--- src/rtl/ps2_pkg.sv ---
// Shared constants and types for the PS/2 keyboard receiver.
package ps2_pkg;

  // An 11-bit device-to-host frame: start, 8 data bits LSB first, odd parity, stop.
  localparam int PS2_FRAME_BITS = 11;
  localparam int START_BIT      = 0;
  localparam int PARITY_BIT     = 9;
  localparam int STOP_BIT       = 10;

  // Width of the bit counter that walks through one frame (0..10).
  localparam int PS2_CNT_W = $clog2(PS2_FRAME_BITS);

  typedef logic [7:0] byte_t;

endpackage

--- src/rtl/ps2_rx_fifo.sv ---
// Byte FIFO for received scan codes. Pointers carry an extra wrap bit so all
// DEPTH entries are usable. A pop in the same cycle as a push on a full FIFO
// frees the slot first, so that push is accepted.
module ps2_rx_fifo
  import ps2_pkg::*;
#(
  parameter int DEPTH = 8
) (
  input  logic  clk,
  input  logic  clrn,
  input  logic  push,
  input  byte_t push_data,
  input  logic  pop,
  output byte_t rd_data,
  output logic  full,
  output logic  empty,
  output logic  push_drop
);

  localparam int AW = $clog2(DEPTH);

  logic [AW:0] w_ptr;
  logic [AW:0] r_ptr;
  byte_t       mem [DEPTH];
  logic        pop_ok;
  logic        push_ok;

  // Status flags and accepted-operation qualifiers.
  always_comb begin
    empty     = (w_ptr == r_ptr);
    full      = (w_ptr[AW-1:0] == r_ptr[AW-1:0]) && (w_ptr[AW] != r_ptr[AW]);
    pop_ok    = pop && !empty;
    push_ok   = push && (!full || pop_ok);
    push_drop = push && full && !pop_ok;
    rd_data   = mem[r_ptr[AW-1:0]];
  end

  // Read and write pointers.
  always_ff @(posedge clk or negedge clrn) begin
    if (!clrn) begin
      w_ptr <= '0;
      r_ptr <= '0;
    end else begin
      if (push_ok) w_ptr <= w_ptr + 1'b1;
      if (pop_ok)  r_ptr <= r_ptr + 1'b1;
    end
  end

  // Storage, cleared on reset so the head reads 8'h00 afterwards.
  always_ff @(posedge clk or negedge clrn) begin
    if (!clrn) begin
      for (int i = 0; i < DEPTH; i++) mem[i] <= '0;
    end else if (push_ok) begin
      mem[w_ptr[AW-1:0]] <= push_data;
    end
  end

endmodule

--- src/rtl/ps2_keyboard.sv ---
// PS/2 device-to-host receiver: synchronises the raw PS/2 lines, deframes
// 11-bit frames, validates start/parity/stop and queues good bytes.
//
// Consumer handshake: data is meaningful only while ready=1. A byte is
// consumed at every rising clk edge where nextdata_n=0 and ready=1; holding
// nextdata_n low pops one byte per cycle. nextdata_n=0 with ready=0 is ignored.
module ps2_keyboard
  import ps2_pkg::*;
#(
  parameter int FIFO_DEPTH     = 8,
  parameter int TIMEOUT_CYCLES = 50000
) (
  input  logic  clk,
  input  logic  clrn,
  input  logic  ps2_clk,
  input  logic  ps2_data,
  input  logic  nextdata_n,
  output byte_t data,
  output logic  ready,
  output logic  overflow
);

  localparam int TW = $clog2(TIMEOUT_CYCLES + 1);

  logic [2:0]                clk_sync;
  logic [1:0]                data_sync;
  logic                      strobe;
  logic [PS2_CNT_W-1:0]      count;
  logic [PARITY_BIT:START_BIT] buffer;
  logic [TW-1:0]             timer;
  logic                      timeout_hit;
  logic                      frame_valid;
  logic                      fifo_full;
  logic                      fifo_empty;
  logic                      push_drop;
  logic                      pop_fire;

  // Synchronisers: ps2_clk through three flops (idle high), ps2_data through two.
  always_ff @(posedge clk or negedge clrn) begin
    if (!clrn) begin
      clk_sync  <= 3'b111;
      data_sync <= 2'b11;
    end else begin
      clk_sync  <= {clk_sync[1:0], ps2_clk};
      data_sync <= {data_sync[0], ps2_data};
    end
  end

  // Falling-edge strobe, frame check on the stop bit, timeout and pop qualifiers.
  always_comb begin
    strobe      = clk_sync[2] && !clk_sync[1];
    frame_valid = strobe && (count == PS2_CNT_W'(STOP_BIT)) &&
                  !buffer[START_BIT] && data_sync[1] &&
                  (^buffer[PARITY_BIT:START_BIT+1]);
    timeout_hit = (count != '0) && !strobe && (timer == TW'(TIMEOUT_CYCLES - 1));
    pop_fire    = !nextdata_n && !fifo_empty;
  end

  // Bit counter and shift buffer; the stop bit is checked directly, not stored.
  always_ff @(posedge clk or negedge clrn) begin
    if (!clrn) begin
      count  <= '0;
      buffer <= '0;
    end else if (strobe) begin
      if (count == PS2_CNT_W'(STOP_BIT)) begin
        count <= '0;
      end else begin
        buffer[count] <= data_sync[1];
        count         <= count + 1'b1;
      end
    end else if (timeout_hit) begin
      count <= '0;
    end
  end

  // Idle timer: runs only inside a frame, restarts on every strobe.
  always_ff @(posedge clk or negedge clrn) begin
    if (!clrn) begin
      timer <= '0;
    end else if (strobe || (count == '0) || timeout_hit) begin
      timer <= '0;
    end else begin
      timer <= timer + 1'b1;
    end
  end

  // Sticky overflow: set when a good byte is dropped, cleared by a real pop.
  always_ff @(posedge clk or negedge clrn) begin
    if (!clrn) begin
      overflow <= 1'b0;
    end else if (pop_fire) begin
      overflow <= 1'b0;
    end else if (push_drop) begin
      overflow <= 1'b1;
    end
  end

  ps2_rx_fifo #(
    .DEPTH (FIFO_DEPTH)
  ) u_fifo (
    .clk       (clk),
    .clrn      (clrn),
    .push      (frame_valid),
    .push_data (buffer[8:1]),
    .pop       (!nextdata_n),
    .rd_data   (data),
    .full      (fifo_full),
    .empty     (fifo_empty),
    .push_drop (push_drop)
  );

  // Consumer-visible status.
  always_comb begin
    ready = !fifo_empty;
  end

endmodule

--- config.mk ---
export PLATFORM = sky130hd
export DESIGN_NAME = ps2_keyboard
export DESIGN_NICKNAME = d
export VERILOG_FILES = /design/src/rtl/ps2_pkg.sv /design/src/rtl/ps2_rx_fifo.sv /design/src/rtl/ps2_keyboard.sv
export SDC_FILE = /design/constraint.sdc
export NUM_CORES = 1
export LEC_CHECK = 0
export ABC_AREA = 1
export BUFFER_PORTS_ARGS = -buffer_cell sky130_fd_sc_hd__clkbuf_2
export CELL_PAD_IN_SITES_DETAIL_PLACEMENT = 1
export CELL_PAD_IN_SITES_GLOBAL_PLACEMENT = 1
export CORE_MARGIN = 4
export CORE_UTILIZATION = 43
export DETAILED_ROUTE_END_ITERATION = 10
export PLACE_DENSITY_LB_ADDON = 0.1
export REMOVE_ABC_BUFFERS = 1
export SYNTH_ARGS = -nofsm -noshare
export SYNTH_HDL_FRONTEND = slang
export SYNTH_SLANG_ARGS = --single-unit
export TNS_END_PERCENT = 100
--- constraint.sdc ---
create_clock -name clk -period 3.6 [get_ports clk]
set_input_delay 0.9 -clock clk [delete_from_list [all_inputs] [get_ports clk]]
set_output_delay 0.9 -clock clk [all_outputs]
set_load 0.02 [all_outputs]
==> results_dict.tcl <==
set metrics [dict create \
    worstPathMaxFanout 24 \
    grt_usage_pct 23.9 \
    grt_pass1_wl_um 27200 \
    yosys.area_share.simple_pct 35.4 \
    rsz0062_at_grt "false" \
    r2r_start "u_fifo.r_ptr[2]$_DFFE_PN0N_" \
    ant_nets 0 \
    place_ws_ns 0.926 \
    worst_ep_arrival_time_ns 2.08 \
    grt_overflow_total 0 \
    crit_type "reg -> out" \
    finClkSkew_ns 0.00580 \
    cap_violations 0 \
    r2r-end "u_fifo.mem[38]$_DFFE_PN0P_" \
    synth_compound_area_share_pct 7.06 \
    die-width_um 121 \
    tightestPinTransition_ns 0.805 \
    gp_congestion 0.857 \
    layout_common_cells "218 x nand2_1, 103 x dfrtp_1, 92 x nor2_1, 76 x nand4_1, 46 x o21ai_0" \
    slowest_delay_ns 0.38 \
    setup_viol 0 \
    wire_per_inst_um 18.8 \
    ctsResizeCount 0 \
    cts_hold_buf 0 \
    coreArea_sq_um 12300 \
    period_share_pct 82.8 \
    ys_types 30 \
    die_height_um 121 \
    holdPathEnd "data_sync[1]$_DFF_PN1_" \
    r2r_cells 7 \
    max_freq_ghz 0.335 \
    synth-xor-area-share_pct 1.60 \
    syn_area_sq_um 5480 \
    synth_mux_area_share_pct 0 \
    drt-total-wl_um 16500 \
    drc 0 \
    nets 712 \
    grt_max_degree 55 \
    ios 15 \
    setup_tns_ns 0 \
    hold_class "reg -> reg" \
    synth_edf_count 0 \
    synth_warnings 0 \
    relSlewSlack_pct 46.2 \
    hold_start "data_sync[0]$_DFF_PN1_" \
    htree_levels 3 \
    synth_fa_ha_area_share_pct 0.685 \
    diodes 0 \
    critPathBufInv 3 \
    rrSetupSlack_ns 0.92 \
    clk_pin_slew_worst_paths_ns 0.07 \
    final_hold_viol_count 0 \
    syn_area_per_cell_sq_um 7.82 \
    start_kind "flip-flop" \
    status "finished clean" \
    layout_commonest_cell "nand2_1" \
    power_density_nw_per_um2 646 \
    ys_seq_elements 108 \
    hold_ws_ns 0.356 \
    dr_total_vias 4951 \
    first_global_vias 5075 \
    cts_tree "built" \
    start_util_pct 44.7 \
    drtIter0Drc 416 \
    num_rows 40 \
    die_area_sq_um 14600 \
    place.port_buffers 14 \
    grt_antenna_before_repair 0 \
    fin_crit_ns 2.98 \
    drive_gt1_share_pct 8.89 \
    synth_top_family_by_area "simple AND/OR/NAND/NOR gates" \
    syn_inst 701 \
    cts-root-buf "clkbuf_16" \
    clock_path_buffers 2 \
    area_delta_synth_final_pct 10.9 \
    slowest_stage "dfrtp_1" \
    dp_hpwl_um 11200 \
    clock_latency_ns 0.36 \
    async_reset_ff_share_pct 100 \
    vias_per_cell 5.65 \
    final_util_pct 49.6 \
    crit_family "buffers and inverters" \
    clkSinkCount 108 \
    hold_path_depth 0 \
    crit_chain "inv_1 -> buf_4 -> o21ai_0 -> o22ai_1 -> nor2_1 -> a31oi_1 -> clkbuf_2" \
    leakage_nw 2.96 \
    fillers 1505 \
    post_cts_buffers 0 \
    ir_drop_v 0.000417 \
    first_pass_iters 4 \
    worstSetupEndpointType "output port" \
    yosysSeqAreaShare_pct 49.4 \
    cp.required_ns 2.70 \
    drv_slew 0 \
    numCtsBuffers 9 \
    ys.flop_type "dfrtp_1" \
    worst_slack_ns 0.618 \
]
==> power by group <==
part	internal, mW	switching [mW]	leakage, nW
sequential	1.30	0.201	1.47
clock	0.629	0.461	0.153
combinational	0.398	0.935	1.34
total	2.33	1.60	2.96
==> cells by family after synthesis <==
family / count (synthesis)
simple gates: 432
flops: 108
buf+inv: 77
compound gates: 71
xor+xnor: 10
fa+ha+maj: 3
==> layout make-up <==
class | instances | area (sq um) | area share [%]
sequential | 108 | 2710 | 44.6
multi-input combinational | 516 | 2460 | 40.5
clock buffer | 12 | 246 | 4.06
timing repair buffer | 31 | 238 | 3.91
tap | 168 | 210 | 3.46
inverter | 38 | 143 | 2.35
clock inverter | 4 | 72.6 | 1.19
==> synth_stat cells, types with 5 or more instances <==
| master | number | area, sq um |
|---|---|---|
| nand2_1 | 219 | 822 |
| dfrtp_1 | 103 | 2580 |
| nor2_1 | 92 | 345 |
| nand4_1 | 76 | 475 |
| o21ai_0 | 46 | 230 |
| inv_1 | 33 | 124 |
| nand3_1 | 18 | 90.1 |
| clkbuf_1 | 17 | 63.8 |
| buf_2 | 14 | 70.1 |
| nor3_1 | 10 | 50.1 |
| a31oi_1 | 8 | 50.1 |
| o22ai_1 | 8 | 50.1 |
| nor3_2 | 7 | 70.1 |
| a21oi_1 | 5 | 25.0 |
| dfstp_2 | 5 | 131 |
| nor3b_1 | 5 | 37.5 |
| xnor2_1 | 5 | 43.8 |
| xor2_1 | 5 | 43.8 |
==> worst max path at each step <==
stage	start	to	slack (ns)	cells after the start
floorplan	u_fifo.r_ptr[0]$_DFFE_PN0N_	u_fifo.mem[10]$_DFFE_PN0P_	0.08	8
global placement	u_fifo.r_ptr[2]$_DFFE_PN0N_	u_fifo.mem[24]$_DFFE_PN0P_	0.99	7
detailed placement	u_fifo.r_ptr[2]$_DFFE_PN0N_	u_fifo.mem[38]$_DFFE_PN0P_	0.93	7
CTS	u_fifo.r_ptr[0]$_DFFE_PN0N_	data[5]	0.62	7
global route	u_fifo.r_ptr[0]$_DFFE_PN0N_	data[0]	0.45	7
finish	u_fifo.r_ptr[0]$_DFFE_PN0N_	data[5]	0.62	7
==> sequential cells by signal, summed over array words and instances, names as in the netlist <==
signal and flops:
buffer 10, clk_sync 3, count 4, data_sync 2, overflow 1, timer 16
u_fifo.mem 64, u_fifo.r_ptr 4, u_fifo.w_ptr 4
==> through the flow <==
stage / instance area (sq um) / std cells / power (mW)
finish: 6080 / 877 / 3.92
global route: 6080 / 877 / 4.16
CTS: 6080 / 877 / 3.95
detailed placement: 5760 / 861 / 2.85
global placement: 5760 / 861 / 2.82
floorplan: 5300 / 662 / 2.29
==> metal layers <==
metal / GRT usage, % / vias to the layer above / routed length [um]
met4: 5.52 / 0 / 163
met5: 0 / - / 0
met2: 39.7 / 111 / 8160
met1: 32.5 / 2486 / 7240
met3: 4.52 / 11 / 889
li1: - / 2343 / -
No activity file was read; power rests on OpenSTA's default activity.
